## config.mk

```make
export PLATFORM = sky130hd
export DESIGN_NAME = ascii_hex_parser_flat
export DESIGN_NICKNAME = d
export VERILOG_FILES = /design/src/rtl/ascii_hex_parser_pkg.sv /design/src/rtl/ascii_hex_parser_if.sv /design/src/rtl/ascii_hex_parser_hex_char_decode.sv /design/src/rtl/ascii_hex_parser.sv /design/src/flat_wrapper.sv
export SDC_FILE = /design/constraint.sdc
export NUM_CORES = 1
export LEC_CHECK = 0
export ABC_CLOCK_PERIOD_IN_PS = 5700
export BUFFER_PORTS_ARGS = -buffer_cell sky130_fd_sc_hd__buf_2
export CELL_PAD_IN_SITES_DETAIL_PLACEMENT = 0
export CELL_PAD_IN_SITES_GLOBAL_PLACEMENT = 2
export CORE_MARGIN = 2
export CORE_UTILIZATION = 38
export CTS_BUF_LIST = sky130_fd_sc_hd__clkbuf_8
export CTS_CLUSTER_DIAMETER = 40
export DETAILED_ROUTE_END_ITERATION = 10
export MAX_ROUTING_LAYER = met4
export PLACE_DENSITY_LB_ADDON = 0.1
export REMOVE_ABC_BUFFERS = 1
export SYNTH_ARGS = -nofsm -noshare
export SYNTH_HDL_FRONTEND = slang
export SYNTH_SLANG_ARGS = --single-unit
```

## constraint.sdc

```tcl
create_clock -name clk -period 5.7 [get_ports clk]
set_clock_uncertainty 0.05 [all_clocks]
set_input_delay 0.285 -clock clk [delete_from_list [all_inputs] [get_ports clk]]
set_output_delay 0.285 -clock clk [all_outputs]
set_load 0.02 [all_outputs]
```

## src/rtl/ascii_hex_parser_pkg.sv

```systemverilog
// Shared ASCII character constants and parser state encoding.
package ascii_hex_parser_pkg;

    localparam logic [7:0] CH_CR    = 8'h0D;
    localparam logic [7:0] CH_BS    = 8'h08;
    localparam logic [7:0] CH_SPACE = 8'h20;
    localparam logic [7:0] CH_0     = 8'h30;
    localparam logic [7:0] CH_9     = 8'h39;
    localparam logic [7:0] CH_UA    = 8'h41;
    localparam logic [7:0] CH_UF    = 8'h46;
    localparam logic [7:0] CH_LA    = 8'h61;
    localparam logic [7:0] CH_LF    = 8'h66;

    typedef enum logic [1:0] {
        ST_IDLE    = 2'd0,
        ST_ACCUM   = 2'd1,
        ST_DISCARD = 2'd2,
        ST_HOLD    = 2'd3
    } state_e;

    // Decoder result: hex flag plus nibble value.
    typedef struct packed {
        logic       is_hex;
        logic [3:0] nib;
    } hex_dec_t;

endpackage

```

## src/rtl/ascii_hex_parser_if.sv

```systemverilog
// Character-in / value-out bus of the ASCII hex parser.
interface ascii_hex_parser_if #(
    parameter int WIDTH = 32
);
    logic [7:0]       char_in;
    logic             char_valid;
    logic             char_ready;
    logic [WIDTH-1:0] value_out;
    logic             value_valid;
    logic             value_ready;
    logic [WIDTH-1:0] acc_out;
    logic [3:0]       digit_count;
    logic             err;

    // Parser side
    modport slave (
        input  char_in, char_valid, value_ready,
        output char_ready, value_out, value_valid, acc_out, digit_count, err
    );

    // Character source / value consumer side
    modport master (
        output char_in, char_valid, value_ready,
        input  char_ready, value_out, value_valid, acc_out, digit_count, err
    );
endinterface

```

## src/rtl/ascii_hex_parser_hex_char_decode.sv

```systemverilog
// Combinational ASCII hex digit decoder (case-insensitive).
module hex_char_decode
    import ascii_hex_parser_pkg::*;
(
    input  logic [7:0] char_i,
    output hex_dec_t   dec_o
);

    // Digits map through the low nibble; letters A-F/a-f share low nibble 1..6, offset by 9.
    always_comb begin
        dec_o = '0;
        if (char_i >= CH_0 && char_i <= CH_9) begin
            dec_o.is_hex = 1'b1;
            dec_o.nib    = char_i[3:0];
        end else if ((char_i >= CH_UA && char_i <= CH_UF) ||
                     (char_i >= CH_LA && char_i <= CH_LF)) begin
            dec_o.is_hex = 1'b1;
            dec_o.nib    = char_i[3:0] + 4'd9;
        end
    end

endmodule

```

## src/rtl/ascii_hex_parser.sv

```systemverilog
// ASCII hex line parser: assembles hex digits MSD first, commits a line on CR
// and presents it through a valid/ready handshake.
module ascii_hex_parser
    import ascii_hex_parser_pkg::*;
#(
    parameter int         WIDTH      = 32,
    parameter int         MAX_DIGITS = WIDTH / 4,
    parameter logic [7:0] CR_CODE    = CH_CR,
    parameter logic [7:0] BS_CODE    = CH_BS
) (
    input  logic               clk,
    input  logic               reset,
    ascii_hex_parser_if.slave  bus
);

    localparam logic [3:0] MAX_CNT = 4'(MAX_DIGITS);

    state_e           state_q, state_d;
    logic [WIDTH-1:0] acc_q,   acc_d;
    logic [3:0]       cnt_q,   cnt_d;
    logic [WIDTH-1:0] val_q,   val_d;
    logic             vvld_q,  vvld_d;
    logic             err_q,   err_d;

    hex_dec_t dec;
    logic     accept;

    hex_char_decode u_dec (
        .char_i (bus.char_in),
        .dec_o  (dec)
    );

    // Ready depends on state only, so the source never sees a loop through char_valid.
    assign bus.char_ready  = (state_q != ST_HOLD);
    assign accept          = bus.char_valid && (state_q != ST_HOLD);

    assign bus.value_out   = val_q;
    assign bus.value_valid = vvld_q;
    assign bus.acc_out     = acc_q;
    assign bus.digit_count = cnt_q;
    assign bus.err         = err_q;

    // State and datapath registers.
    always_ff @(posedge clk or posedge reset) begin
        if (reset) begin
            state_q <= ST_IDLE;
            acc_q   <= '0;
            cnt_q   <= '0;
            val_q   <= '0;
            vvld_q  <= 1'b0;
            err_q   <= 1'b0;
        end else begin
            state_q <= state_d;
            acc_q   <= acc_d;
            cnt_q   <= cnt_d;
            val_q   <= val_d;
            vvld_q  <= vvld_d;
            err_q   <= err_d;
        end
    end

    // Next-state logic: line editing in IDLE/ACCUM, skip-to-CR in DISCARD, handshake in HOLD.
    always_comb begin
        state_d = state_q;
        acc_d   = acc_q;
        cnt_d   = cnt_q;
        val_d   = val_q;
        vvld_d  = vvld_q;
        err_d   = 1'b0;

        unique case (state_q)
            ST_IDLE, ST_ACCUM: begin
                if (accept) begin
                    if (dec.is_hex) begin
                        if (cnt_q < MAX_CNT) begin
                            acc_d   = {acc_q[WIDTH-5:0], dec.nib};
                            cnt_d   = cnt_q + 4'd1;
                            state_d = ST_ACCUM;
                        end else begin
                            // Overflow: flag once, then swallow the rest of the line.
                            err_d   = 1'b1;
                            state_d = ST_DISCARD;
                        end
                    end else if (bus.char_in == BS_CODE) begin
                        if (cnt_q != 4'd0) begin
                            acc_d = acc_q >> 4;
                            cnt_d = cnt_q - 4'd1;
                            if (cnt_q == 4'd1)
                                state_d = ST_IDLE;
                        end
                    end else if (bus.char_in == CR_CODE) begin
                        // Empty lines never commit.
                        if (cnt_q != 4'd0) begin
                            val_d   = acc_q;
                            vvld_d  = 1'b1;
                            acc_d   = '0;
                            cnt_d   = '0;
                            state_d = ST_HOLD;
                        end
                    end else if (bus.char_in != CH_SPACE) begin
                        err_d   = 1'b1;
                        state_d = ST_DISCARD;
                    end
                end
            end

            ST_DISCARD: begin
                if (accept && bus.char_in == CR_CODE) begin
                    acc_d   = '0;
                    cnt_d   = '0;
                    state_d = ST_IDLE;
                end
            end

            ST_HOLD: begin
                if (vvld_q && bus.value_ready) begin
                    vvld_d  = 1'b0;
                    state_d = ST_IDLE;
                end
            end

            default: state_d = ST_IDLE;
        endcase
    end

endmodule

```

## src/flat_wrapper.sv

```systemverilog
// flat-port wrapper written by rule: the top's interface ports become plain ports
module ascii_hex_parser_flat import ascii_hex_parser_pkg::*;
#(
    parameter int         WIDTH      = 32,
    parameter int         MAX_DIGITS = WIDTH / 4,
    parameter logic [7:0] CR_CODE    = CH_CR,
    parameter logic [7:0] BS_CODE    = CH_BS
)
  (clk, reset, bus_char_in, bus_char_valid, bus_value_ready, bus_char_ready, bus_value_out, bus_value_valid, bus_acc_out, bus_digit_count, bus_err);
  ascii_hex_parser_if #(.WIDTH(WIDTH)) bus_i ();
  input  logic clk;
  input  logic reset;
  input wire logic [$bits(bus_i.char_in)-1:0] bus_char_in;
  input wire logic [$bits(bus_i.char_valid)-1:0] bus_char_valid;
  input wire logic [$bits(bus_i.value_ready)-1:0] bus_value_ready;
  output wire logic [$bits(bus_i.char_ready)-1:0] bus_char_ready;
  output wire logic [$bits(bus_i.value_out)-1:0] bus_value_out;
  output wire logic [$bits(bus_i.value_valid)-1:0] bus_value_valid;
  output wire logic [$bits(bus_i.acc_out)-1:0] bus_acc_out;
  output wire logic [$bits(bus_i.digit_count)-1:0] bus_digit_count;
  output wire logic [$bits(bus_i.err)-1:0] bus_err;
  assign bus_i.char_in = bus_char_in;
  assign bus_i.char_valid = bus_char_valid;
  assign bus_i.value_ready = bus_value_ready;
  assign bus_char_ready = bus_i.char_ready;
  assign bus_value_out = bus_i.value_out;
  assign bus_value_valid = bus_i.value_valid;
  assign bus_acc_out = bus_i.acc_out;
  assign bus_digit_count = bus_i.digit_count;
  assign bus_err = bus_i.err;
  ascii_hex_parser #(.WIDTH(WIDTH), .MAX_DIGITS(MAX_DIGITS), .CR_CODE(CR_CODE), .BS_CODE(BS_CODE)) u_core (.clk(clk), .reset(reset), .bus(bus_i));
endmodule
```

After elaboration in Yosys (flattened, before gate mapping)
Cells that the tools add are included.
W data, S select, Z words.
- register bits: 72
- input bits: 12
- output and inout bits: 71
- word-level logic and storage cells: 102
- $add $sub $neg: 3
- order comparisons: 7
- eq/ne operators: 22
- mux-type cells: 46
- bitwise gates (word level): 2
- reduce and logical (&&, ||, !) cells: 16
- operator list (cell ; count):
    $mux W32 ; 8
    $pmux W32 S2 ; 1
    $mux W4 ; 8
    $mux W2 ; 11
    $eq A8 B4 Y1 const B ; 2
    $ge A8 B7 Y1 const B ; 2
    $le A8 B7 Y1 const B ; 2
    $reduce_and A7 Y1 ; 2
    $mux W1 ; 13
    $reduce_and A6 Y1 ; 2
    $mux W5 ; 2
    $ne A2 B1 Y1 const B ; 5
    $ge A8 B6 Y1 const B ; 1
    $le A8 B6 Y1 const B ; 1
    $ne A4 B3 Y1 const B ; 2
    $ne A8 B6 Y1 const B ; 1
    $pmux W4 S2 ; 1
    $logic_and A1 B1 Y1 ; 6
    $ne A2 B2 Y1 const B ; 3
    $pmux W2 S3 ; 1
    $ne A5 B1 Y1 const B ; 1
    $add A4 B1 Y4 const B ; 1
    $add A4 B4 Y4 const B ; 1
    $eq A2 B2 Y1 const B ; 2
    15 further kinds ; 17

Longest topological paths before layout
Gate-level depths: netlist of run 1.
- depth after elaboration: 9
- depth in mapped cells: 9
- gate-level depth less buffers: 7

Modules after synthesis
From an unflattened synthesis of run 1, not the netlist that was laid out.
- cells, all modules: 331
- area total of the unflattened synthesis: 3534.6 um^2
- modules (own cells, without submodules) (module ; instances ; cells each ; area each (um^2) ; sequential area each (um^2)):
    ascii_hex_parser ; 1 ; 312 ; 3357.0 ; 1801.7
    hex_char_decode ; 1 ; 19 ; 177.7 ; 0.0

Least setup slack after synthesis of run 1
OpenSTA, ideal clock, no wires.
- path type: reg-to-reg
- from: register u_core.cnt_q[0] (netlist: u_core.bus.digit_count[0])
- to: register u_core.acc_q[28] (netlist: u_core.bus.acc_out[28])
- setup time: 110 ps
- data arrival time: 2173 ps
- data required time: 5540 ps
- slack: 3366 ps
- stages on the path, launching flop included: 10
- buffers on the path: 2
- period minus slack after synthesis: 2334 ps
- cells stage by stage: dfrtp_1 -> inv_1 -> ha_1 -> nor4b_1 -> a2111oi_0 -> o31ai_1 -> buf_2 -> buf_1 -> nand2_1 -> o41ai_1
- word-level cells in the longest chain between the ends: 3
- elaborated cells on any way between the ends: 5
- classes of those cells: order compare: 1; eq/ne: 2; reduce/logical: 2
- RTL lines (what ; line ; text):
    start, declared ; ascii_hex_parser.sv:20 ; logic [3:0] cnt_q, cnt_d;
    start signal, assigned ; ascii_hex_parser.sv:55 ; cnt_q <= cnt_d;
    $lt A4 B4 Y1 or $reduce_bool A4 Y1 (tied branches) ; ascii_hex_parser.sv:75, ascii_hex_parser.sv:85, ascii_hex_parser.sv:93 ;
    $ne A3 B3 Y1 (no source line) or $ne A3 B1 Y1 (tied branches) ; -- ;
    $reduce_and A6 Y1 (no source line) * ; -- ;
    end signal, assigned ; ascii_hex_parser.sv:47 ; acc_q <= '0;
    end signal, assigned ; ascii_hex_parser.sv:54 ; acc_q <= acc_d;
    end, declared ; ascii_hex_parser.sv:19 ; logic [WIDTH-1:0] acc_q, acc_d;
Every way passes the cells marked *; elsewhere a longest branch is shown, timed or not.
A chain may end at the register's enable or synchronous reset.

Final worst setup path of run 1
- from: register u_core.cnt_q[0] (netlist: u_core.bus.digit_count[0])
- to: register u_core.cnt_q[1] (netlist: u_core.bus.digit_count[1])
- word-level cells in the longest chain between the ends: 6
- elaborated cells on any way between the ends: 13
- classes of those cells: add/sub: 2; order compare: 1; eq/ne: 2; mux: 6; reduce/logical: 2
- RTL lines (what ; line ; text):
    $sub A4 B1 Y4 ; ascii_hex_parser.sv:87 ; cnt_d = cnt_q - 4'd1;
    $mux W4 ; ascii_hex_parser.sv:85 ; if (cnt_q != 4'd0) begin
    $mux W4 ; ascii_hex_parser.sv:84 ; end else if (bus.char_in == BS_CODE) begin
    $mux W4 ; ascii_hex_parser.sv:74 ; if (dec.is_hex) begin
    $mux W4 ; ascii_hex_parser.sv:73 ; if (accept) begin
    $pmux W4 S2 ; ascii_hex_parser.sv:71 ; unique case (state_q)
Several ways; a longest one is shown, not always the timed one. The select of a mux whose other input is x is not followed.

==> flow_metrics.tcl, run 1 <==
set metrics [dict create \
    synthTopCellsByArea "dfrtp_1, mux2_2, a211oi_1, a21o_1, nand2_1" \
    finalCritPeriodShare 0.488 \
    final_nets 428 \
    arrival_ns 3.01 \
    port_buffers 82 \
    tns_ns 0 \
    via_count 2828 \
    post-route-util 0.467 \
    path_class "register to register" \
    synth_largest_area_cell "dfrtp_1" \
    via_per_inst 5.21 \
    drtPass1Iterations 4 \
    layout_setup_ws_ns 2.92 \
    insertion_delay_ns 0.34 \
    grt_usage 0.182 \
    synth_common_cells "dfrtp_1, nand2_1, mux2_2" \
    hold_class "input port to async pin" \
    synth_edf_count 0 \
    timing.final.max_slew_violations 0 \
    wl_per_cell_um 15.7 \
    netlist_instances 337 \
    wirelength_um 8540 \
    start_kind "register" \
    path_max_fanout 69 \
    yosysMostFrequentCell "dfrtp_1" \
    cts_max_level 3 \
    place.gp.congestion 0.802 \
    drtIter0Drc 168 \
    drc 0 \
    syn2layout_area_growth_pct 19.4 \
    period_needed_ns 2.78 \
    ant_nets 0 \
    status "finished, final reports clean" \
    die_y_um 102 \
    grt_pass1_vias 2703 \
    maxCapViolCount 0 \
    cts_sinks 72 \
    dp_slack_ns 2.92 \
    yosysSeqAreaShare 0.498 \
    setup_viol 0 \
    r2r_cells 8 \
    clockBufferDepth 2 \
    worstMarginPinSlew_ns 1.06 \
    peakVddDrop_mv 0.172 \
    netlist_area_um2 3620 \
    power.density_nw_per_um2 231 \
    cts_hold_buf 0 \
    diodes 0 \
    leakage_nw 2.26 \
    dp_hpwl_um 5470 \
    end_kind "register" \
    core_um2 9240 \
    synth.avg_cell_area_um2 10.7 \
    fmax_mhz 360 \
    required_ns 5.92 \
    grt_overflow_total 0 \
    max-slew-margin-rel 0.293 \
    initial_utilization 0.391 \
    grt_setup_unrepaired "no" \
    yosysUniqueCellTypes 50 \
    fp-row-count 35 \
    yosysWarnings 0 \
    root_buffer "clkbuf_8" \
    die_x_um 102 \
    cts_tree "yes" \
    antenna_found_initial 0 \
    grt_pass1_wl_um 14300 \
    design.portCount 83 \
    drive_gt1_frac 0.333 \
    numCtsBuffers 9 \
    synth_flop_cell "dfrtp_1" \
    synth_top_area_frac 0.498 \
    cts_setup_buffers 0 \
    ys_ff_latch 72 \
    grt_max_degree 73 \
    cts.clk_slew.worst_paths_ns 0.08 \
    postSynth.asyncResetShare 1.00 \
    dieArea_um2 10300 \
    hold_viol_final 0 \
    ctsResizeCount 0 \
]
## per-layer routing
layer | vias up | track usage | share of wire
met5 | - | - | 0
met4 | 0 | 0.0551 | 0.011
met3 | 7 | 0.0455 | 0.044
met2 | 68 | 0.263 | 0.42
met1 | 1368 | 0.253 | 0.52
li1 | 1385 | - | -
## kinds of logic after synthesis
group	share of synthesized area
fa+ha+maj	0.0242
simple gates	0.108
mux	0.103
flops	0.498
compound gates	0.220
buf+inv	0.0470
## placed cells by master, fill, tap and decap left out, drive strengths merged, types with 3 or more instances in the layout
master,n
a21o,20
nor2b,4
a22o,3
ha,7
o31ai,9
a22oi,5
inv,11
mux2,33
nor2,11
o21ai,21
clkbuf,10
clkinvlp,4
or3,3
a211oi,22
nand2b,4
o41ai,7
buf,88
dfrtp,72
a221oi,4
nand2,37
nor3b,3
a21oi,6
nor3,4
## final cells by class
cell class | instances | area (µm²)
Inverter | 11 | 42.5
Fill cell | 923 | 4920
Clock inverter | 6 | 43.8
Timing Repair Buffer | 88 | 455
Multi-Input combinational cell | 227 | 1680
Tap cell | 129 | 161
Sequential cell | 72 | 1800
Clock buffer | 10 | 138
## path summary, 6_finish.rpt
kind / to / slack [ns] / startpoint
setup / recovery: u_core.bus.digit_count[1] / 2.92 / u_core.bus.digit_count[0]
hold / removal: u_core.bus.acc_out[18] / 0.16 / reset
setup reg to reg: u_core.bus.digit_count[1] / 2.92 / u_core.bus.digit_count[0]
hold reg to reg: u_core.bus.value_out[7] / 0.44 / u_core.bus.value_out[7]
max in group asynchronous: u_core.bus.digit_count[1] / 4.81 / reset
min in group clk: u_core.bus.value_valid / 0.23 / bus_value_ready
## flip-flops by register name (all words and copies together), names as in the netlist
signal / cells
u_core.bus.value_valid: 1
u_core.bus.digit_count: 4
u_core.bus.acc_out: 32
u_core.bus.err: 1
u_core.bus.value_out: 32
u_core.state_q: 2
## power breakdown
part	switching [mW]	leakage (nW)	internal (mW)
sequential	0.00901	1.00	0.516
clock	0.197	0.0809	0.170
combinational	0.0773	1.18	0.0279
## critical path, stage by stage (launching register included)
cell	delay (ns)
dfrtp_1	0.46
inv_1	0.09
ha_1	0.26
nor4b_1	0.16
a2111oi_0	0.70
o31ai_4	0.06
buf_4	0.34
a2111oi_0	0.47
a21o_1	0.12
## metrics by stage
| step | hold WS (ns) | power, mW | std cells | instance area [µm²] |
|---|---|---|---|---|
| after floorplan | 0.456 | 0.597 | 310 | 3490 |
| after global placement | 0.412 | 0.641 | 527 | 4140 |
| after detailed placement | 0.423 | 0.641 | 527 | 4140 |
| after CTS | 0.197 | 1.02 | 543 | 4320 |
| after global routing | 0.228 | 1.06 | 543 | 4320 |
| final | 0.158 | 0.998 | 543 | 4320 |
Note: power is estimated with default switching activity, not from simulation.
==> run 2, diff against run 1 <==
Settings changed: ABC_CLOCK_PERIOD_IN_PS 5700 to 2700, CORE_UTILIZATION 38 to 35.
Clock period 5.7 ns to 2.7 ns, I/O delays scaled along.
==> flow_metrics.tcl, run 2 (synthesized netlist as in run 1, its figures left out) <==
set metrics [dict create \
    status "finished, final reports clean" \
    cts_sinks 72 \
    final_cells 559 \
    grt_max_degree 73 \
    path_class "register to register" \
    nFillCells 1033 \
    period_needed_ns 2.35 \
    worst_path_dominant_cell_family "compound AO/OA/AOI/OAI gates" \
    power.density_nw_per_um2 505 \
    path_max_fanout 15 \
    seqPwrFrac 0.492 \
    drc 0 \
    port_buffers 82 \
    fmax_mhz 425 \
    required_ns 2.88 \
    cts.clk_slew.worst_paths_ns 0.08 \
    place.gp.congestion 0.830 \
    arrival_ns 2.54 \
    dieArea_um2 11200 \
    max_stage_delay_ns 0.46 \
    antenna_found_initial 0 \
    clockBufferDepth 2 \
    drive_gt1_frac 0.343 \
    finalCritPeriodShare 0.871 \
    diodes 0 \
    drtIter0Drc 127 \
    grt_overflow_total 0 \
    wirelength_um 8960 \
    cts_max_level 3 \
    syn2layout_area_growth_pct 23.3 \
    final_cell_mix "buf_2, dfrtp_1, nand2_1, mux2_2, a211oi_1" \
    cts_tree "yes" \
    finalPower_mw 2.25 \
    slowest_stage "dfrtp_1" \
    layout_commonest_cell "buf_2" \
    internal-power_mw 1.63 \
    max-slew-margin-rel 0.394 \
    crit_chain "inv_1 > ha_1 > nor4b_1 > a2111oi_0 > buf_4 > o31ai_4 > buf_4 > o41ai_1" \
    design.portCount 83 \
    die_y_um 106 \
    gr-max-usage-layer "met1" \
    drtPass1Iterations 4 \
    use_met3 0.0291 \
    switching_share 0.275 \
    numCtsBuffers 9 \
    power_frac_clock 0.403 \
    final_area_um2 4460 \
    dp_cells 542 \
    worstMarginPinSlew_ns 0.905 \
    grt_usage 0.172 \
    hold_class "input port to register" \
    grt_pass1_vias 2734 \
    setup_viol 0 \
    place_area_um2 4240 \
    initial_utilization 0.355 \
    worst_path_most_repeated_cell "buf_4" \
    grtUsageMet2 0.239 \
    die_x_um 106 \
    core_um2 10200 \
    p_sw_uw 619 \
    met1_usage 0.253 \
    ant_nets 0 \
    fp-row-count 37 \
    start_kind "register" \
    multi_input_area_um2 1680 \
    p_comb_frac 0.105 \
    hold_viol_final 0 \
    leakage_nw 2.35 \
    via_count 2937 \
    cts_setup_buffers 0 \
    root_buffer "clkbuf_8" \
    insertion_delay_ns 0.35 \
    final_nets 437 \
    peakVddDrop_mv 0.262 \
    critPathBufInv 3 \
    seqCellArea_um2 1800 \
    maxCapViolCount 0 \
    dp_hpwl_um 5820 \
    grt_setup_unrepaired "no" \
    timing.final.max_slew_violations 0 \
    via_per_inst 5.25 \
    grt_pass1_wl_um 14800 \
    end_kind "register" \
    wl_per_cell_um 16.0 \
]
-- run 2: through the flow --
stage	hold slack (ns)	setup TNS (ns)	util	setup slack [ns]
after global routing	0.0982	0	0.438	0.143
after floorplan	0.306	-97.96	-	-3.02
final	0.0859	0	0.438	0.347
after CTS	0.0714	0	0.438	0.350
after global placement	0.196	0	0.417	0.238
after detailed placement	0.194	0	0.417	0.257
-- run 2: routing by layer --
metal,routed length (µm),vias up
met1,4680,1457
met2,3830,63
met5,0,-
met3,302,14
li1,-,1403
met4,140,0
-- run 2: final cells by class --
cell class | count | area share
Sequential cell | 72 | 0.404
Multi-Input combinational cell | 227 | 0.376
Timing Repair Buffer | 97 | 0.126
Tap cell | 136 | 0.0381
Clock buffer | 11 | 0.0339
Clock inverter | 5 | 0.0123
Inverter | 11 | 0.00954
-- run 2: worst reg2reg max path, stage by stage, from the launching register on --
cell	delay, ns
dfrtp_1	0.46
inv_1	0.09
ha_1	0.25
nor4b_1	0.16
a2111oi_0	0.39
buf_4	0.19
o31ai_4	0.08
buf_4	0.22
o41ai_1	0.35
-- run 2: final timing paths --
path,start,to,slack (ns),cells past startpoint
max in group asynchronous,reset,u_core.bus.acc_out[20],1.94,4
min in group asynchronous,reset,u_core.bus.value_out[26],0.35,4
worst max-delay path,u_core.bus.digit_count[0],u_core.bus.digit_count[3],0.35,8
worst max register to register,u_core.bus.digit_count[0],u_core.bus.digit_count[3],0.35,8
worst min register to register,u_core.bus.value_out[2],u_core.bus.value_out[2],0.44,1
worst min-delay path,bus_value_ready,u_core.bus.value_valid,0.09,4
-- run 2: power by group through the flow --
stage | logic, mW | clock network [mW] | registers (mW)
detailed placement | 0.238 | 0 | 1.13
floorplan | 0.129 | 0 | 1.13
global placement | 0.238 | 0 | 1.13
finish | 0.236 | 0.908 | 1.11
CTS | 0.240 | 0.932 | 1.11
global route | 0.260 | 0.991 | 1.11
-- run 2: repair_timing --
| item | 4_1_cts | 5_1_grt |
|---|---|---|
| hold buffers | 1 | 0 |
| gates resized for setup | 0 | 0 |
| hold endpoints to repair | 72 | 0 |
